==> config.mk <==
export PLATFORM = sky130hd
export DESIGN_NAME = decode_stage_pipe
export DESIGN_NICKNAME = d
export VERILOG_FILES = /design/src/rtl/decode_stage_pipe.sv
export SDC_FILE = /design/constraint.sdc
export NUM_CORES = 1
export LEC_CHECK = 0
export CAP_MARGIN = 20
export CORE_MARGIN = 2
export CORE_UTILIZATION = 44
export CTS_CLUSTER_SIZE = 30
export DETAILED_ROUTE_END_ITERATION = 8
export GPL_TIMING_DRIVEN = 0
export PLACE_DENSITY = 0.76
export SYNTH_ARGS = -nofsm -noshare
export SYNTH_HDL_FRONTEND = slang
export SYNTH_SLANG_ARGS = --single-unit
==> constraint.sdc <==
create_clock -name clk -period 2.3 [get_ports clk]
set_input_delay 0.23 -clock clk [delete_from_list [all_inputs] [get_ports clk]]
set_output_delay 0.23 -clock clk [all_outputs]
set_load 0.005 [all_outputs]
==> src/rtl/decode_stage_pipe.sv <==
// Registered RISC-V decode stage between IF and EX.
// The raw word and PC are held (output register plus optional skid entry), and
// the decoded bundle is derived from the held output word, so stalls keep it stable.
//
// state   | meaning
// --------+-----------------------------------------------
// S_EMPTY | output register invalid
// S_ONE   | output register valid, skid entry empty
// S_FULL  | output register and skid entry both valid
module decode_stage_pipe #(
    parameter int XLEN = 32,
    parameter int SKID = 1
) (
    input  logic            clk,
    input  logic            rst_n,
    input  logic            flush,
    input  logic            in_valid,
    output logic            in_ready,
    input  logic [31:0]     in_instr,
    input  logic [XLEN-1:0] in_pc,
    output logic            out_valid,
    input  logic            out_ready,
    output logic [XLEN-1:0] out_pc,
    output logic [6:0]      out_opcode,
    output logic [4:0]      out_rd,
    output logic [4:0]      out_rs1,
    output logic [4:0]      out_rs2,
    output logic [2:0]      out_funct3,
    output logic [6:0]      out_funct7,
    output logic [5:0]      out_type,
    output logic [XLEN-1:0] out_imm,
    output logic            out_rd_we,
    output logic            out_rs1_used,
    output logic            out_rs2_used,
    output logic            out_illegal
);

    typedef enum logic [1:0] {
        S_EMPTY = 2'd0,
        S_ONE   = 2'd1,
        S_FULL  = 2'd2
    } state_t;

    state_t            state_q, state_d;
    logic              in_ready_q, in_ready_d;
    logic [31:0]       out_instr_q, out_instr_d;
    logic [XLEN-1:0]   out_pc_q, out_pc_d;
    logic [31:0]       skid_instr_q, skid_instr_d;
    logic [XLEN-1:0]   skid_pc_q, skid_pc_d;
    logic              accept, drain;

    // With SKID=0 the ready flop only masks the reset window; the stall term is combinational.
    assign in_ready  = (SKID != 0) ? in_ready_q
                                   : (in_ready_q && ((state_q == S_EMPTY) || out_ready));
    assign out_valid = (state_q != S_EMPTY);
    assign accept    = in_valid && in_ready;
    assign drain     = out_valid && out_ready;

    // Next-state and entry movement; flush overrides everything, dropping any handshake.
    always_comb begin
        state_d      = state_q;
        out_instr_d  = out_instr_q;
        out_pc_d     = out_pc_q;
        skid_instr_d = skid_instr_q;
        skid_pc_d    = skid_pc_q;
        case (state_q)
            S_EMPTY: begin
                if (accept) begin
                    state_d     = S_ONE;
                    out_instr_d = in_instr;
                    out_pc_d    = in_pc;
                end
            end
            S_ONE: begin
                if (accept && drain) begin
                    out_instr_d = in_instr;
                    out_pc_d    = in_pc;
                end else if (accept) begin
                    state_d      = S_FULL;
                    skid_instr_d = in_instr;
                    skid_pc_d    = in_pc;
                end else if (drain) begin
                    state_d = S_EMPTY;
                end
            end
            S_FULL: begin
                if (drain) begin
                    state_d     = S_ONE;
                    out_instr_d = skid_instr_q;
                    out_pc_d    = skid_pc_q;
                end
            end
            default: state_d = S_EMPTY;
        endcase
        if (flush) begin
            state_d = S_EMPTY;
        end
        in_ready_d = (SKID != 0) ? (state_d != S_FULL) : 1'b1;
    end

    // State, ready and held entries.
    always_ff @(posedge clk or negedge rst_n) begin
        if (!rst_n) begin
            state_q      <= S_EMPTY;
            in_ready_q   <= 1'b0;
            out_instr_q  <= '0;
            out_pc_q     <= '0;
            skid_instr_q <= '0;
            skid_pc_q    <= '0;
        end else begin
            state_q      <= state_d;
            in_ready_q   <= in_ready_d;
            out_instr_q  <= out_instr_d;
            out_pc_q     <= out_pc_d;
            skid_instr_q <= skid_instr_d;
            skid_pc_q    <= skid_pc_d;
        end
    end

    logic [6:0]  opc, f7;
    logic [2:0]  f3;
    logic        t_r, t_i, t_s, t_b, t_u, t_j, ill, r_ill;
    logic [31:0] imm32;
    logic [5:0]  dec_type;

    assign opc = out_instr_q[6:0];
    assign f3  = out_instr_q[14:12];
    assign f7  = out_instr_q[31:25];

    // Format classification, illegal-encoding detection and immediate assembly.
    always_comb begin
        t_r   = 1'b0;
        t_i   = 1'b0;
        t_s   = 1'b0;
        t_b   = 1'b0;
        t_u   = 1'b0;
        t_j   = 1'b0;
        ill   = 1'b0;
        r_ill = ((f7 != 7'b0000000) && (f7 != 7'b0100000)) ||
                ((f7 == 7'b0100000) && (f3 != 3'b000) && (f3 != 3'b101));
        case (opc)
            7'b0110111, 7'b0010111: t_u = 1'b1;
            7'b1101111: t_j = 1'b1;
            7'b1100111: begin t_i = 1'b1; ill = (f3 != 3'b000); end
            7'b1100011: begin t_b = 1'b1; ill = (f3 == 3'b010) || (f3 == 3'b011); end
            7'b0000011: begin
                t_i = 1'b1;
                ill = (f3[2:1] == 2'b11) || ((XLEN == 32) && (f3 == 3'b011));
            end
            7'b0100011: begin
                t_s = 1'b1;
                ill = (XLEN == 32) ? (f3 >= 3'b011) : (f3 >= 3'b100);
            end
            7'b0010011: begin
                t_i = 1'b1;
                ill = (XLEN == 32) && ((f3 == 3'b001) || (f3 == 3'b101)) && out_instr_q[25];
            end
            7'b0110011: begin t_r = 1'b1; ill = r_ill; end
            7'b0001111, 7'b1110011: t_i = 1'b1;
            7'b0011011: begin t_i = 1'b1; ill = (XLEN == 32); end
            7'b0111011: begin t_r = 1'b1; ill = (XLEN == 32) || r_ill; end
            default: ill = 1'b1;
        endcase
        if (out_instr_q[1:0] != 2'b11) begin
            ill = 1'b1;
        end
        imm32 = '0;
        if (!ill) begin
            if (t_i) imm32 = {{20{out_instr_q[31]}}, out_instr_q[31:20]};
            if (t_s) imm32 = {{20{out_instr_q[31]}}, out_instr_q[31:25], out_instr_q[11:7]};
            if (t_b) imm32 = {{20{out_instr_q[31]}}, out_instr_q[7], out_instr_q[30:25],
                              out_instr_q[11:8], 1'b0};
            if (t_u) imm32 = {out_instr_q[31:12], 12'b0};
            if (t_j) imm32 = {{12{out_instr_q[31]}}, out_instr_q[19:12], out_instr_q[20],
                              out_instr_q[30:21], 1'b0};
        end
        dec_type = ill ? 6'b0 : {t_j, t_u, t_b, t_s, t_i, t_r};
    end

    // Every output reads zero while no bundle is held.
    assign out_pc       = out_valid ? out_pc_q : '0;
    assign out_opcode   = out_valid ? opc : '0;
    assign out_rd       = out_valid ? out_instr_q[11:7] : '0;
    assign out_rs1      = out_valid ? out_instr_q[19:15] : '0;
    assign out_rs2      = out_valid ? out_instr_q[24:20] : '0;
    assign out_funct3   = out_valid ? f3 : '0;
    assign out_funct7   = out_valid ? f7 : '0;
    assign out_type     = out_valid ? dec_type : '0;
    assign out_imm      = out_valid ? {{(XLEN-31){imm32[31]}}, imm32[30:0]} : '0;
    assign out_rd_we    = out_valid && (dec_type[0] || dec_type[1] || dec_type[4] || dec_type[5])
                          && (out_instr_q[11:7] != 5'd0);
    assign out_rs1_used = out_valid && (dec_type[0] || dec_type[1] || dec_type[2] || dec_type[3]);
    assign out_rs2_used = out_valid && (dec_type[0] || dec_type[2] || dec_type[3]);
    assign out_illegal  = out_valid && ill;

endmodule

==> impl_metrics.toml <==
[finish]
drive_gt1_share_pct = 24.4
fillers = 1294
multi_input_area_um2 = 3400
syn_to_final_growth_pct = 43.8
nets = 1012
final_cells = 1142
diodes = 0
seq_area_um2 = 3290

[pwr]
p_leak_nw = 3.97
p_per_area_nw_per_um2 = 813
p_total_mw = 7.80
vdd_ir_drop_max_uv = 571

[yosys]
yosysWarnings = 0
synth.area.top_cells = "dfrtp_1, mux2_2, nand2_1, a31oi_1, and2_1"
syn_area_um2 = 6670
ys_types = 46
yosysTopAreaCell = "dfrtp_1"
synth_seq_area_share_pct = 49.1
yosys_register_bits = 131
synthCells = 742
yosys-top-cells-count = "nand2_1, dfrtp_1, nor2_1"
synth.avg_cell_area_um2 = 8.99
async_reset_ff_share_pct = 100
syn_nets = 811
synth_most_common_cell = "nand2_1"
synth_edf_count = 0
synthFlopType = "dfrtp_1"
synth_top_area_share_pct = 49.1

[sta]
finalSetupViolations = 42
tightest_slew_ps = 594
layout_setup_ws_ps = -642
clock_skew_ps = 7.69
min_period_ps = 2940
slew_headroom_pct = 60.4
rsz0062_at_grt = "true"
final-max-slew-violation-count = 0
hold_slack_ps = 301
hold_violations = 0
fmax_ghz = 0.340
min_period_over_period_pct = 128

[drt]
route.detailed.drc = 0
vias = 6177
via_per_inst = 5.41
wl_per_cell_um = 17.8
drt_wl_total_um = 20300
ant_nets = 0
drt_iter0_markers = 402
dr.pass1.iters = 4

[clock_tree]
htree_levels = 4
insertion_delay_ps = 420
cts_root_buffer = "clkbuf_16"
clk_path_buf_depth = 2
cts_buffers = 17
path_clk_slew_ps = 50
clock_sinks = 131
cts_tree = "yes"

[critical_path]
r2r_slack_ps = 280
worstPathRequired_ps = 2070
worstPathMaxFanout = 8
start_kind = "flip-flop"
cp.arrival_ps = 2710
cp-end-kind = "output pin"
reg2reg_depth = 5
crit_type = "flip-flop to output pin"
worst_r2r_startpoint = "state_q[0]"
r2r_end = "out_instr_q[20]"

[floorplan]
core_um2 = 15000
ios = 177
die_y_um = 127
start_util_pct = 44.4
num_rows = 45
dieWidth_um = 127
die-area_um2 = 16200

[hold_path]
hold_class = "input port to asynchronous set/reset pin"

[placement]
portBuffers = 176
gp_congestion = 0.942
dp_cells = 1107
place_hpwl_um = 14100
place_ws_ps = -965

[grt]
grt_max_degree = 90
antenna_found_initial = 0
grt_use_total_pct = 24.6
grt_overflow = 0
grt_pass1_wl_um = 31000
grt_pass1_vias = 6013

[run_status]
status = "finished, violations left"
violations = "negative setup slack"

[run]
cap_violations = 0
through the flow:
step | area (um^2) | setup TNS (ps) | utilization [%]
floorplan | 6670 | 0 | -
global placement | 8670 | -608900 | 57.7
detailed placement | 8700 | -70370 | 57.9
CTS | 9450 | -24060 | 62.8
global route | 9600 | -26160 | 63.8
finish | 9600 | -24010 | 63.8
worst max-delay path, stage by stage, from the launching register on:
cell and delay (ps):
dfrtp_1 400, or3b_4 410, a21boi_2 200, a21oi_2 50, a221o_1 290, or3_4 350
buf_12 170, clkbuf_16 170, a21oi_4 120, buf_2 130
repair_timing:
action,4_1_cts,5_1_grt
endpoints found under the setup margin,167,144
pin swaps,5,12
hold buffers,1,0
buffers inserted,5,1
gates cloned,0,3
gates resized for setup,220,66
endpoints found under the hold margin,42,0
registers in the layout, summed over array words and instances, names as in the netlist:
signal and flops:
out_instr_q 32, out_pc_q 32, skid_instr_q 32, skid_pc_q 32
state_q 2, in_ready 1
cell families after synthesis:
group	count (synthesis)	share of synthesized area (%)
flip-flops	131	49.1
multiplexers	65	11.0
AND/OR/NAND/NOR	356	23.9
AO/OA/AOI/OAI	122	11.6
buffers and inverters	67	4.31
XOR/XNOR	1	0.131
worst max-delay path by stage:
stage | end | slack, ps | depth (start not counted) | startpoint
6_report | out_imm[26] | -640 | 9 | out_instr_q[5]
4_1_cts | out_imm[27] | -640 | 10 | out_instr_q[6]
2_1_floorplan | out_type[4] | 30 | 9 | out_instr_q[6]
3_5_place_dp | out_imm[26] | -960 | 9 | out_instr_q[4]
3_3_place_gp | out_instr_q[12] | -4150 | 1 | rst_n
5_1_grt | out_type[2] | -690 | 9 | out_instr_q[5]
final cells by class:
| class | count | area share [%] |
|---|---|---|
| inverter | 8 | 0.313 |
| buffer | 54 | 3.43 |
| clock inverter | 9 | 1.36 |
| clock buffer | 21 | 4.90 |
| tap | 188 | 2.45 |
| timing repair buffer | 187 | 17.9 |
| multi-input combinational | 544 | 35.4 |
| sequential | 131 | 34.2 |
layout by cell type (no fill, tap or decap), types with 3 or more instances in the layout:
cell type	Yosys	layout
a21oi_2	0	22
a22oi_1	4	4
a31oi_1	65	65
and2_1	63	62
buf_12	0	5
buf_2	5	44
buf_4	0	7
bufinv_16	0	3
clkbuf_1	49	30
clkbuf_16	0	20
clkbuf_2	0	10
clkbuf_4	0	4
clkbuf_8	0	4
clkdlybuf4s50_1	0	133
clkinvlp_4	0	4
dfrtp_1	131	125
dfrtp_2	0	6
inv_1	8	7
mux2_2	64	64
nand2_1	156	155
nand3_1	10	8
nor2_1	101	84
nor2_2	0	4
nor2_4	0	13
nor2b_1	5	5
nor3_1	5	5
o21ai_0	5	5
o22ai_1	3	3
metal layers:
metal | vias to the layer above | global-route usage (%) | part of all wire, %
met1 | 2985 | 30.6 | 39
met4 | 0 | 9.57 | 2.7
met3 | 40 | 6.57 | 8.0
li1 | 2929 | - | -
met5 | - | 0 | 0
met2 | 223 | 41.2 | 50
power by group:
group | switching [mW] | internal [mW] | leakage [nW] | total, mW
registers | 0.389 | 2.84 | 1.51 | 3.23
logic | 0.841 | 0.984 | 2.18 | 1.83
clock network | 0.972 | 1.77 | 0.283 | 2.74
No activity file was read; power rests on OpenSTA's default activity.
